File: src/rtl/dma_out_pkg.sv
// Shared definitions for the DMA engines: FSM encoding, timer and status layout.
package dma_out_pkg;

    typedef enum logic [1:0] {
        S_WAIT  = 2'd0,
        S_RUN   = 2'd1,
        S_DRAIN = 2'd2
    } state_t;

    // timerInit value meaning "start as soon as the config is seen"
    localparam logic [31:0] TIMER_ALL_ONES = 32'hFFFF_FFFF;

    // status word layout, common with the stream-to-memory engine
    localparam int STATUS_OVF_BIT = 0;
    localparam int STATUS_OUT_LSB = 16;
    localparam int STATUS_OUT_W   = 8;

endpackage

File: src/rtl/dma_out_fifo.sv
// Read-data buffer: synchronous FIFO with flush, occupancy count, async reset.
module dma_out_fifo #(
    parameter int DATA_W = 32,
    parameter int DEPTH  = 8
) (
    input  logic                    clk,
    input  logic                    srst,
    input  logic                    push,
    input  logic                    pop,
    input  logic                    flush,
    input  logic [DATA_W-1:0]       data_in,
    output logic [DATA_W-1:0]       data_out,
    output logic                    empty,
    output logic                    full,
    output logic [$clog2(DEPTH):0]  count
);
    localparam int AW = $clog2(DEPTH);

    logic [DATA_W-1:0] mem [DEPTH];
    logic [AW-1:0]     wr_ptr;
    logic [AW-1:0]     rd_ptr;
    logic              do_push;
    logic              do_pop;

    assign empty    = (count == '0);
    assign full     = (count == (AW+1)'(DEPTH));
    assign do_push  = push && !full;
    assign do_pop   = pop && !empty;
    assign data_out = mem[rd_ptr];

    // pointer and occupancy bookkeeping; flush discards everything at once
    always_ff @(posedge clk or posedge srst) begin
        if (srst) begin
            wr_ptr <= '0;
            rd_ptr <= '0;
            count  <= '0;
        end else if (flush) begin
            wr_ptr <= '0;
            rd_ptr <= '0;
            count  <= '0;
        end else begin
            if (do_push) wr_ptr <= wr_ptr + AW'(1);
            if (do_pop)  rd_ptr <= rd_ptr + AW'(1);
            case ({do_push, do_pop})
                2'b10:   count <= count + (AW+1)'(1);
                2'b01:   count <= count - (AW+1)'(1);
                default: count <= count;
            endcase
        end
    end

    // storage array; no reset needed, contents are only read when non-empty
    always_ff @(posedge clk) begin
        if (do_push && !flush) mem[wr_ptr] <= data_in;
    end

endmodule

File: src/rtl/dma_out.sv
// Memory-to-stream DMA: issues sequential reads under FIFO credit control and
// streams the returned words out with t0_last on the final beat.
module dma_out
    import dma_out_pkg::*;
#(
    parameter int DATA_W     = 32,
    parameter int FIFO_DEPTH = 8
) (
    input  logic              clk,
    input  logic              srst,
    input  logic [31:0]       ctimer,
    input  logic              config_valid,
    output logic              config_ready,
    input  logic [31:0]       config_payload_startAddr,
    input  logic [31:0]       config_payload_length,
    input  logic [31:0]       config_payload_timerInit,
    input  logic              config_payload_reverse,
    input  logic              dmaReset,
    output logic [31:0]       status,
    output logic              strobe_complete,
    output logic              interrupt,
    input  logic              interrupt_clear,
    output logic [31:0]       i0_addr,
    output logic              i0_valid,
    input  logic              i0_ready,
    input  logic [DATA_W-1:0] i0_rdata,
    input  logic              i0_rdata_valid,
    output logic [DATA_W-1:0] t0_data,
    output logic              t0_last,
    output logic              t0_valid,
    input  logic              t0_ready
);
    localparam int          CW      = $clog2(FIFO_DEPTH) + 1;
    localparam logic [CW:0] CREDITS = (CW+1)'(FIFO_DEPTH);

    state_t            state, state_nx;
    logic [31:0]       q_addr, q_len, req_cnt, sent_cnt;
    logic              q_rev, overflow;
    logic [CW-1:0]     outstanding, fifo_count;
    logic              fifo_empty, fifo_full;
    logic [DATA_W-1:0] fifo_head;
    logic              start, issue, ret, push, pop, complete;

    assign start = config_valid && (config_payload_length != '0) &&
                   ((ctimer == config_payload_timerInit) ||
                    (config_payload_timerInit == TIMER_ALL_ONES));

    // a new read is allowed only while every in-flight word has a FIFO slot
    assign i0_valid = (state == S_RUN) && (req_cnt < q_len) &&
                      (({1'b0, outstanding} + {1'b0, fifo_count}) < CREDITS);
    assign i0_addr  = q_addr;
    assign issue    = i0_valid && i0_ready;
    assign ret      = i0_rdata_valid && (state != S_WAIT);
    assign push     = i0_rdata_valid && (state == S_RUN);

    assign t0_valid = (state == S_RUN) && !fifo_empty;
    assign t0_data  = t0_valid ? fifo_head : '0;
    assign t0_last  = t0_valid && (sent_cnt == q_len - 32'd1);
    assign pop      = t0_valid && t0_ready;
    assign complete = (state == S_RUN) && !dmaReset && t0_last && t0_ready;

    dma_out_fifo #(.DATA_W(DATA_W), .DEPTH(FIFO_DEPTH)) u_fifo (
        .clk      (clk),
        .srst     (srst),
        .push     (push),
        .pop      (pop),
        .flush    (state == S_DRAIN),
        .data_in  (i0_rdata),
        .data_out (fifo_head),
        .empty    (fifo_empty),
        .full     (fifo_full),
        .count    (fifo_count)
    );

    // state register
    always_ff @(posedge clk or posedge srst) begin
        if (srst) state <= S_WAIT;
        else      state <= state_nx;
    end

    // next state and config handshake; abort outranks completion
    always_comb begin
        state_nx     = state;
        config_ready = 1'b0;
        case (state)
            S_WAIT: begin
                if (start) state_nx = S_RUN;
                else if (config_valid && config_payload_length == '0) config_ready = 1'b1;
            end
            S_RUN: begin
                if (dmaReset) begin
                    state_nx = S_DRAIN;
                end else if (complete) begin
                    config_ready = 1'b1;
                    state_nx     = S_WAIT;
                end
            end
            S_DRAIN: begin
                if (outstanding == '0) begin
                    config_ready = 1'b1;
                    state_nx     = S_WAIT;
                end
            end
            default: state_nx = S_WAIT;
        endcase
    end

    // transfer datapath: address walk, counters, credits and overflow flag
    always_ff @(posedge clk or posedge srst) begin
        if (srst) begin
            q_addr      <= '0;
            q_len       <= '0;
            q_rev       <= 1'b0;
            req_cnt     <= '0;
            sent_cnt    <= '0;
            outstanding <= '0;
            overflow    <= 1'b0;
        end else begin
            if (state == S_WAIT) begin
                if (start) begin
                    q_addr   <= config_payload_startAddr;
                    q_len    <= config_payload_length;
                    q_rev    <= config_payload_reverse;
                    req_cnt  <= '0;
                    sent_cnt <= '0;
                    overflow <= 1'b0;
                end else if (config_valid && config_payload_length == '0) begin
                    overflow <= 1'b0;
                end
            end
            if (issue) begin
                q_addr  <= q_rev ? q_addr - 32'd1 : q_addr + 32'd1;
                req_cnt <= req_cnt + 32'd1;
            end
            if (pop) sent_cnt <= sent_cnt + 32'd1;
            if (push && fifo_full) overflow <= 1'b1;
            case ({issue, ret})
                2'b10:   outstanding <= outstanding + CW'(1);
                2'b01:   outstanding <= outstanding - CW'(1);
                default: outstanding <= outstanding;
            endcase
        end
    end

    // completion strobe and sticky interrupt; a set beats a same-cycle clear
    always_ff @(posedge clk or posedge srst) begin
        if (srst) begin
            strobe_complete <= 1'b0;
            interrupt       <= 1'b0;
        end else begin
            strobe_complete <= complete;
            if (complete)             interrupt <= 1'b1;
            else if (interrupt_clear) interrupt <= 1'b0;
        end
    end

    // status word assembly
    always_comb begin
        status = '0;
        status[STATUS_OUT_LSB +: STATUS_OUT_W] = STATUS_OUT_W'(outstanding);
        status[STATUS_OVF_BIT] = overflow;
    end

endmodule
File: config.mk
export PLATFORM = sky130hd
export DESIGN_NAME = dma_out
export DESIGN_NICKNAME = d
export VERILOG_FILES = /design/src/rtl/dma_out_pkg.sv /design/src/rtl/dma_out_fifo.sv /design/src/rtl/dma_out.sv
export SDC_FILE = /design/constraint.sdc
export NUM_CORES = 1
export LEC_CHECK = 0
export CORE_ASPECT_RATIO = 1.2
export CORE_MARGIN = 5
export CORE_UTILIZATION = 50
export CTS_BUF_LIST = sky130_fd_sc_hd__clkbuf_4 sky130_fd_sc_hd__clkbuf_8 sky130_fd_sc_hd__clkbuf_16
export CTS_CLUSTER_DIAMETER = 200
export DETAILED_ROUTE_END_ITERATION = 6
export PLACE_DENSITY = 0.73
export SYNTH_ARGS = -nofsm -noshare
export SYNTH_HDL_FRONTEND = slang
export SYNTH_SLANG_ARGS = --single-unit
File: constraint.sdc
create_clock -name clk -period 5.3 [get_ports clk]
set_input_delay 1.59 -clock clk [delete_from_list [all_inputs] [get_ports clk]]
set_output_delay 1.59 -clock clk [all_outputs]
set_load 0.02 [all_outputs]
# Word-level counts from Yosys, hierarchy flattened

Memories as Yosys holds them, arrays and structs flattened.
Index checks and enable logic that the tools add are counted.

Memories: 1
Flip-flop bits (word level): 148
Memory bits (writable): 256
Input bits: 169

Memory list:

| name       | depth | width | rd ports | clocked after Yosys merged registers in | wr ports | line               | text |
|---|---|---|---|---|---|---|---|
| u_fifo.mem | 8     | 32    | 1        | 0                                       | 1        | dma_out_fifo.sv:19 | `logic [DATA_W-1:0] mem [DEPTH];` |

Equal/unequal tests: 13
Reduce and logical (&&, ||, !) cells: 45
$add $sub $neg: 12
Magnitude comparators: 2
Muxes and demuxes: 35

Operators by type and width:

| operator                                             | count |
|---|---|
| 2-to-1 mux 32 bit                                    | 9 |
| adder 32 x 1 -> 32 bit (second input constant)       | 3 |
| equality test 32 bit                                 | 2 |
| subtractor 32 x 1 -> 32 bit (second input constant)  | 2 |
| equality test 32 bit (second input constant)         | 1 |
| zero test 32 bit                                     | 1 |
| < comparator 32 bit                                  | 1 |
| nonzero test 32 bit                                  | 1 |
| nonzero test 2 bit                                   | 10 |
| logical AND 1 bit                                    | 18 |
| one-hot mux 4 bit (2 select lines)                   | 2 |
| 2-to-1 mux 1 bit                                     | 13 |
| 2-to-1 mux 3 bit                                     | 4 |
| adder 4 x 1 -> 4 bit (second input constant)         | 2 |
| zero test 4 bit                                      | 2 |
| 2-to-1 mux 2 bit                                     | 4 |
| AND reduction 2 bit                                  | 4 |
| subtractor 4 x 1 -> 4 bit (second input constant)    | 2 |
| adder 3 x 1 -> 3 bit (second input constant)         | 2 |
| equality test 2 x 1 -> 1 bit (second input constant) | 3 |
| equality test 2 bit (second input constant)          | 3 |
| one-hot mux 2 bit (3 select lines)                   | 1 |
| nonzero test 3 bit                                   | 2 |
| adder 4 x 4 -> 5 bit                                 | 1 |
| other kinds (10)                                     | 14 |

# Depth between registers and ports, before layout

Gate-level depths: netlist (run 1).

Word-level depth: 9
Depth in mapped cells: 18
Mapped depth without buffers: 16

# Hierarchy

Synthesis (run 1) repeated with hierarchy kept, for this count alone.

Cells, all modules: 1657
Area total of the unflattened synthesis: 20805.0 um2

By module, submodules not included:

| module       | area an instance (um2) | instances | cells each | seq. area each (um2) |
|---|---|---|---|---|
| dma_out      | 10450.0                | 1         | 1209       | 3453.3 |
| dma_out_fifo | 10354.9                | 1         | 448        | 7937.6 |

# Worst setup path after synthesis (run 1)

OpenSTA, ideal clock, no wires.

Path kind: input to register
Start point: input i0_rdata_valid
End point: memory u_fifo.mem[0][0], enable pin
Required time: 4.799 ns
Slack: -0.329 ns
Arrival: 5.128 ns
Cell stages on the path: 4
Path through: nand2_1 a21oi_1 inv_1 nor4_1

Longest elaborated chain between the ends: 5

RTL lines:

| what                                   | line               | text |
|---|---|---|
| from (decl)                            | dma_out.sv:27      | `input logic i0_rdata_valid,` |
| logical AND 1 bit                      | dma_out.sv:54      | `assign push = i0_rdata_valid && (state == S_RUN);` |
| logical AND 1 bit                      | dma_out_fifo.sv:27 | `assign do_push = push && !full;` |
| logical AND 1 bit                      | dma_out_fifo.sv:54 | `if (do_push && !flush) mem[wr_ptr] <= data_in;` |
| 2-to-1 mux 1 bit                       | dma_out_fifo.sv:54 |  |
| 2-to-1 mux 1 bit (not written as such) | dma_out_fifo.sv:54 |  |
| to (decl)                              | dma_out_fifo.sv:19 |  |

No other way between the ends.

# Worst setup path after layout (run 1)

Start point: register q_len[9]
End point: output config_ready

Longest elaborated chain between the ends: 8

RTL lines:

| what                               | line           | text |
|---|---|---|
| from (decl)                        | dma_out.sv:37  | `logic [31:0] q_addr, q_len, req_cnt, sent_cnt;` |
| from (signal assigned)             | dma_out.sv:122 | `q_len <= config_payload_length;` |
| subtractor 32 x 1 -> 32 bit        | dma_out.sv:58  | `assign t0_last = t0_valid && (sent_cnt == q_len - 32'd1);` |
| equality test 32 bit               | dma_out.sv:58  |  |
| logical AND 1 bit                  | dma_out.sv:58  |  |
| logical AND 1 bit (2 in a row)     | dma_out.sv:60  | `assign complete = (state == S_RUN) && !dmaReset && t0_last && t0_ready;` |
| 2-to-1 mux 1 bit                   | dma_out.sv:93  | `end else if (complete) begin` |
| 2-to-1 mux 1 bit                   | dma_out.sv:91  | `if (dmaReset) begin` |
| one-hot mux 1 bit (3 select lines) | dma_out.sv:85  | `case (state)` |
| to (decl)                          | dma_out.sv:13  | `output logic config_ready,` |

No other way between the ends.

==> summary.md, run 1 <==
| Metric | Value |
|---|---|
| Iteration-0 DRC Markers | 1066 |
| Count leader, synth | edfxtp_1 |
| Antenna cells | 0 |
| EDFF count, synth | 256 |
| CP Capture Type | primary output |
| WL final | 52.44 mm |
| Final non-filler cell total | 2528 |
| Area occupied by multi-input gates | 0.008665 mm² |
| Routability-driven placement congestion ratio | 0.9626 |
| Total die area | 0.04518 mm² |
| Slew HR | 36.42% |
| Worst EP required | 3.71 ns |
| Clock skew | 0.01559 ns |
| Io pins | 271 |
| Core area | 0.04064 mm² |
| Sequential fraction of the synthesis area | 55.55% |
| Crit-path max cell delay | 0.59 ns |
| Via density | 5.799 |
| First-pass GRT wire length | 81.94 mm |
| Top_reg_cell synth | edfxtp_1 |
| Final ANT Viol Nets | 0 |
| Area share of the largest cell type after synthesis | 37.49% |
| Max clock buf depth | 3 |
| Grt total ovfl | 0 |
| Count of max-cap constraint violations | 0 |
| Top sig layer | met5 |
| Status | complete, but fails checks |
| Fin area | 0.02513 mm² |
| Slew @ Worst Pin | 0.9537 ns |
| TritonRoute pass-1 iters | 7 |
| Ys Warns | 0 |
| Cell count after synthesis | 1694 |
| Clk pin slew, worst setup/hold paths | 0.06 ns |
| CP max stage cell | or4_4 |
| Largest net degree at the start of global routing | 78 |
| Mean Syn Cell Area | 12.11 µm² |
| Synth top cells by count | edfxtp_1, nand2_1, dfrtp_1 |
| Synth unique cells | 74 |
| Via Count | 14.66k |
| Vias in the first global route | 14.59k |
| CP Data Arrival Time | 3.67 ns |
| Die height | 231.8 µm |
| Total clock sinks | 404 |
| Peak supply drop | 323.9 µV |
| P per Cell Area | 326.6 mW/mm² |
| Initial Util | 50.46% |
| HPWL Detailed | 36.11 mm |
| Final setup vio count | 0 |
| Nets | 2205 |
| CTS H-tree lvls | 2 |
| Final hold viol count | 0 |
| Asr flop ratio synth | 36.63% |
| Cell taking the most area after synthesis | edfxtp_1 |
| PortBufs | 243 |
| Register bit total from synthesis | 404 |
| Die width | 194.9 µm |
| Crit Path Category | reg -> out |
| Wire per inst | 20.74 µm |
| Slew Limit Fails | 0 |
| Top cells by area, synth | edfxtp_1, dfrtp_1, mux4_2 |
| Fmax | 0.1900 GHz |
| Initial antenna violation count | 1 |
| Tcrit/Tclk final | 99.30% |
| Worst skew pair latency | 0.56 ns |
| LEAKAGE | 9.300 nW |
| DRC violations left | 3 |
| Final WS setup | 0.03733 ns |
| Fillers | 3184 |
| Clock root cell | clkbuf_16 |
| Worst-path fanout max | 5 |
| Startpoint Class | flip-flop |
| DP Cell Count | 2448 |
| Worst-path cell chain | or4_4 > or3_4 > or3_4 > xor2_1 > o21ai_1 > o2111ai_2 > nor4_2 > buf_4 > nand3_4 > o21ai_1 > buf_4 |
| Critical path's top delay family | simple AND/OR/NAND/NOR gates |
| Crit path buffers/inverters | 2 |
| Met2 WL | 26.85 mm |
| Worst Hold Class | reg -> reg |
| Clock period minus worst slack | 5.263 ns |
| Power consumption | 8.207 mW |
| Synth Cell Area | 0.02051 mm² |
| CTS tree | yes |
| Unrepaired setup endpoints after global routing | true |
| Area post-placement | 0.02367 mm² |
| Synthesis-to-layout area growth | 22.53% |
| Met1 Wirelength | 21.30 mm |
| Placement Setup Slack | 0.2444 ns |
| Total CTS buffers | 42 |
| WL met3 | 2.922 mm |
| Share of layout cells above drive strength 1 | 10.86% |
| FF/Latch Area | 0.01140 mm² |
| Failing checks | DRC |
| Aggregate global-route resource usage | 22.70% |
| Cell row count | 81 |
| Sum Neg Setup Slack | 0 ns |
timing repair:
item / CTS / global route
endpoints found under the setup margin: 2 / 2
resized for setup: 3 / 10
hold buffers: 0 / 0
pin swaps: 1 / 8
setup buffers: 1 / 4
gates cloned: 0 / 0
cells by family after synthesis:
kind of cell,Yosys count,share of synthesized area (%)
mux,113,9.439
flops,404,55.55
simple gates,505,11.87
other cells,1,0.01829
xor+xnor,118,5.040
fa+ha+maj,78,4.869
compound gates,327,9.982
buf+inv,148,3.234
registers in the layout, summed over array words and instances (netlist names):
| register | cells |
|---|---|
| interrupt | 1 |
| state | 2 |
| q_len | 32 |
| u_fifo.rd_ptr | 3 |
| q_rev | 1 |
| u_fifo.count | 4 |
| u_fifo.mem | 256 |
| outstanding | 4 |
| i0_addr | 32 |
| sent_cnt | 32 |
| strobe_complete | 1 |
| u_fifo.wr_ptr | 3 |
| req_cnt | 32 |
| overflow | 1 |
final cells by class:
type	count	area share [%]
flip-flops and latches	404	45.36
multi-input cells	1168	34.48
repair buffers	284	11.12
clock buffers	61	4.895
well taps	539	2.684
inverters	58	0.8814
clock inverters	14	0.5727
per-layer routing:
layer	vias up	global-route usage (%)
met1	7280	29.30
met4	2	5.762
met3	92	4.368
met5	-	0
li1	6869	-
met2	418	39.81
worst reg2reg max path, delay by kind of cell, from the launching register on:
kind                       cells  cell delay [ns]
AOI/OAI and AO/OA              5             1.76
adders and majority gates      1             0.46
DFF                            1             0.86
and+or+nand+nor                3             0.44
layout by cell type (no fill, tap or decap), types with 59 or more instances in the layout:
cell type,n
clkdlybuf4s50_1,241
ha_1,75
nand2_1,153
edfxtp_1,256
mux4_2,64
dfrtp_1,145
nor2_1,116
o21ai_1,77
o21ai_0,59
xor2_1,78
power by group:
part / leakage (nW) / internal [mW] / total, mW / switching (mW)
logic: 4.52 / 0.768 / 1.62 / 0.856
registers: 4.08 / 3.49 / 3.66 / 0.173
clock network: 0.696 / 1.72 / 2.92 / 1.21
final timing paths:
path                                   from      endpoint  slack (ns)  depth (start not counted)
worst min register to register  req_cnt[31]   req_cnt[31]        0.50                          1
worst min-delay path            req_cnt[31]   req_cnt[31]        0.50                          1
max in group asynchronous              srst  sent_cnt[14]        2.91                          3
worst max-delay path               q_len[9]  config_ready        0.04                         11
worst max register to register        q_rev   i0_addr[31]        1.71                          9
min in group asynchronous              srst    i0_addr[0]        1.52                          2
through the flow:
step	hold WS (ns)	utilization (%)
after floorplan	0.4517	-
after global placement	0.4784	58.25
after detailed placement	0.4847	58.25
after CTS	0.4965	61.68
after global routing	0.5136	61.83
final	0.4969	61.83
Power figures use the tool's default switching activity.
==> run 2: changes to the inputs <==
--- a/config.mk
+++ b/config.mk
@@ -6,7 +6,7 @@
 export NUM_CORES = 1
 export LEC_CHECK = 0
 export CORE_ASPECT_RATIO = 1.2
-export CORE_MARGIN = 5
+export CORE_MARGIN = 2
 export CORE_UTILIZATION = 50
 export CTS_BUF_LIST = sky130_fd_sc_hd__clkbuf_4 sky130_fd_sc_hd__clkbuf_8 sky130_fd_sc_hd__clkbuf_16
 export CTS_CLUSTER_DIAMETER = 200
==> summary.md, run 2 (synthesis gave the netlist of run 1 again) <==
| Metric | Value |
|---|---|
| Clk pin slew, worst setup/hold paths | 0.06 ns |
| DRC violations left | 0 |
| Initial antenna violation count | 2 |
| Clock period minus worst slack | 5.190 ns |
| Peak supply drop | 266.3 µV |
| First-pass GRT wire length | 80.13 mm |
| Slew HR | 48.13% |
| Clock skew | 0.02292 ns |
| Final WS setup | 0.1096 ns |
| Clock root cell | clkbuf_16 |
| M1 GR Usage | 30.83% |
| Hold_ws | 0.5185 ns |
| Most common cell after layout, fill and taps aside | edfxtp_1 |
| Unrepaired setup endpoints after global routing | true |
| CTS H-tree lvls | 2 |
| Io pins | 271 |
| Via density | 5.846 |
| Slew Limit Fails | 0 |
| CP Data Arrival Time | 3.60 ns |
| Startpoint Class | flip-flop |
| Final setup vio count | 0 |
| Die height | 225.8 µm |
| Cts hold-fix bufs | 0 |
| P per Cell Area | 331.1 mW/mm² |
| Most used routing layer | met2 |
| Worst-path fanout max | 5 |
| Fmax | 0.1927 GHz |
| WL final | 51.35 mm |
| Largest register FFs | 256 |
| Total clock sinks | 404 |
| Via Count | 14.78k |
| Top reg by flops | u_fifo.mem |
| Vias in the first global route | 14.77k |
| Count of max-cap constraint violations | 0 |
| HPWL Detailed | 34.97 mm |
| Slew @ Worst Pin | 0.7659 ns |
| Routing usage on met2 | 40.83% |
| Cell row count | 81 |
| PortBufs | 243 |
| Total CTS buffers | 43 |
| Final ANT Viol Nets | 0 |
| Largest net degree at the start of global routing | 111 |
| Grt total ovfl | 0 |
| TritonRoute pass-1 iters | 7 |
| CTS tree | yes |
| Fillers | 3156 |
| Aggregate global-route resource usage | 23.99% |
| Worst skew pair latency | 0.57 ns |
| Most frequent cells in the layout | edfxtp_1, clkdlybuf4s50_1, nand2_1, dfrtp_1, nor2_1 |
| Placement Setup Slack | 0.2029 ns |
| Share of layout cells above drive strength 1 | 10.61% |
| Max clock buf depth | 3 |
| Initial Util | 50.46% |
| Power consumption | 8.346 mW |
| CP Capture Type | primary output |
| Iteration-0 DRC Markers | 1164 |
| Final core utilization | 62.03% |
| Tcrit/Tclk final | 97.93% |
| Die width | 188.9 µm |
| Nets | 2202 |
| Grt met3 use | 4.382% |
| Worst EP required | 3.71 ns |
| Status | finished, final reports clean |
| LEAKAGE | 9.339 nW |
| Core area | 0.04064 mm² |
| Crit Path Category | reg -> out |
| Worst Hold Class | reg -> reg |
| Total die area | 0.04265 mm² |
| Final hold viol count | 0 |
| Wire per inst | 20.30 µm |
| Synthesis-to-layout area growth | 22.94% |
| Routability-driven placement congestion ratio | 0.9223 |
## run 2: changes by cell type in the layout (fill, tap and decap cells not counted), moves of 2 or more
cell,previous run,this run
nor4_2,3,1
clkinv_2,8,12
buf_4,37,32
clkinv_8,2,0
clkbuf_4,15,9
bufinv_16,2,4
clkinv_1,1,4
## run 2: report_power, final
part | internal, mW | switching, mW | leakage (nW)
Combinational | 0.769 | 0.851 | 4.52
Clock | 1.81 | 1.26 | 0.733
Sequential | 3.49 | 0.170 | 4.08
Total | 6.06 | 2.28 | 9.34
## run 2: final timing paths
check	startpoint	to	slack, ns	cells after the start
worst max-delay path	q_len[9]	config_ready	0.11	11
worst min register to register	req_cnt[14]	req_cnt[14]	0.52	1
max in group asynchronous	srst	sent_cnt[10]	3.21	3
worst min-delay path	req_cnt[14]	req_cnt[14]	0.52	1
worst max register to register	q_len[9]	outstanding[3]	1.75	17
min in group asynchronous	srst	i0_addr[0]	1.61	3
## run 2: metrics by stage
step           cell area (µm²)  TNS (ns)  cells
5_1_grt                  25210  -0.04779   2529
2_1_floorplan            20610         0   1720
3_5_place_dp             23660         0   2445
3_3_place_gp             23660         0   2445
6_report                 25210         0   2529
4_1_cts                  25130         0   2524
## run 2: layer usage
metal	vias up	wire length (µm)
met5	-	12
met4	2	1651
met3	104	3237
met2	461	25510
met1	7362	20930
li1	6855	-
## run 2: worst max-delay path, stage by stage, from the launching register on
cell       delay [ns]
dfrtp_1          0.40
or4_4            0.60
or3_4            0.42
or3_4            0.40
xor2_1           0.16
o21ai_1          0.17
o2111ai_2        0.14
nor4_4           0.26
buf_4            0.19
nand3_4          0.08
o21ai_4          0.09
buf_12           0.14
## run 2: final cells by class
| class | instances | area [µm²] | area share (%) |
|---|---|---|---|
| timing repair buffer | 280 | 2783 | 11.04 |
| antenna | 1 | 2.502 | 0.009927 |
| tap | 539 | 674.4 | 2.675 |
| multi-input combinational | 1168 | 8673 | 34.41 |
| inverter | 58 | 221.5 | 0.8785 |
| sequential | 404 | 11400 | 45.21 |
| clock inverter | 24 | 261.5 | 1.037 |
| clock buffer | 55 | 1196 | 4.745 |
## run 2: repair_timing
action,4_1_cts,5_1_grt
buffers inserted,0,4
endpoints found under the setup margin,2,2
gates resized for setup,2,11
endpoints found under the hold margin,0,0
pin swaps,1,6
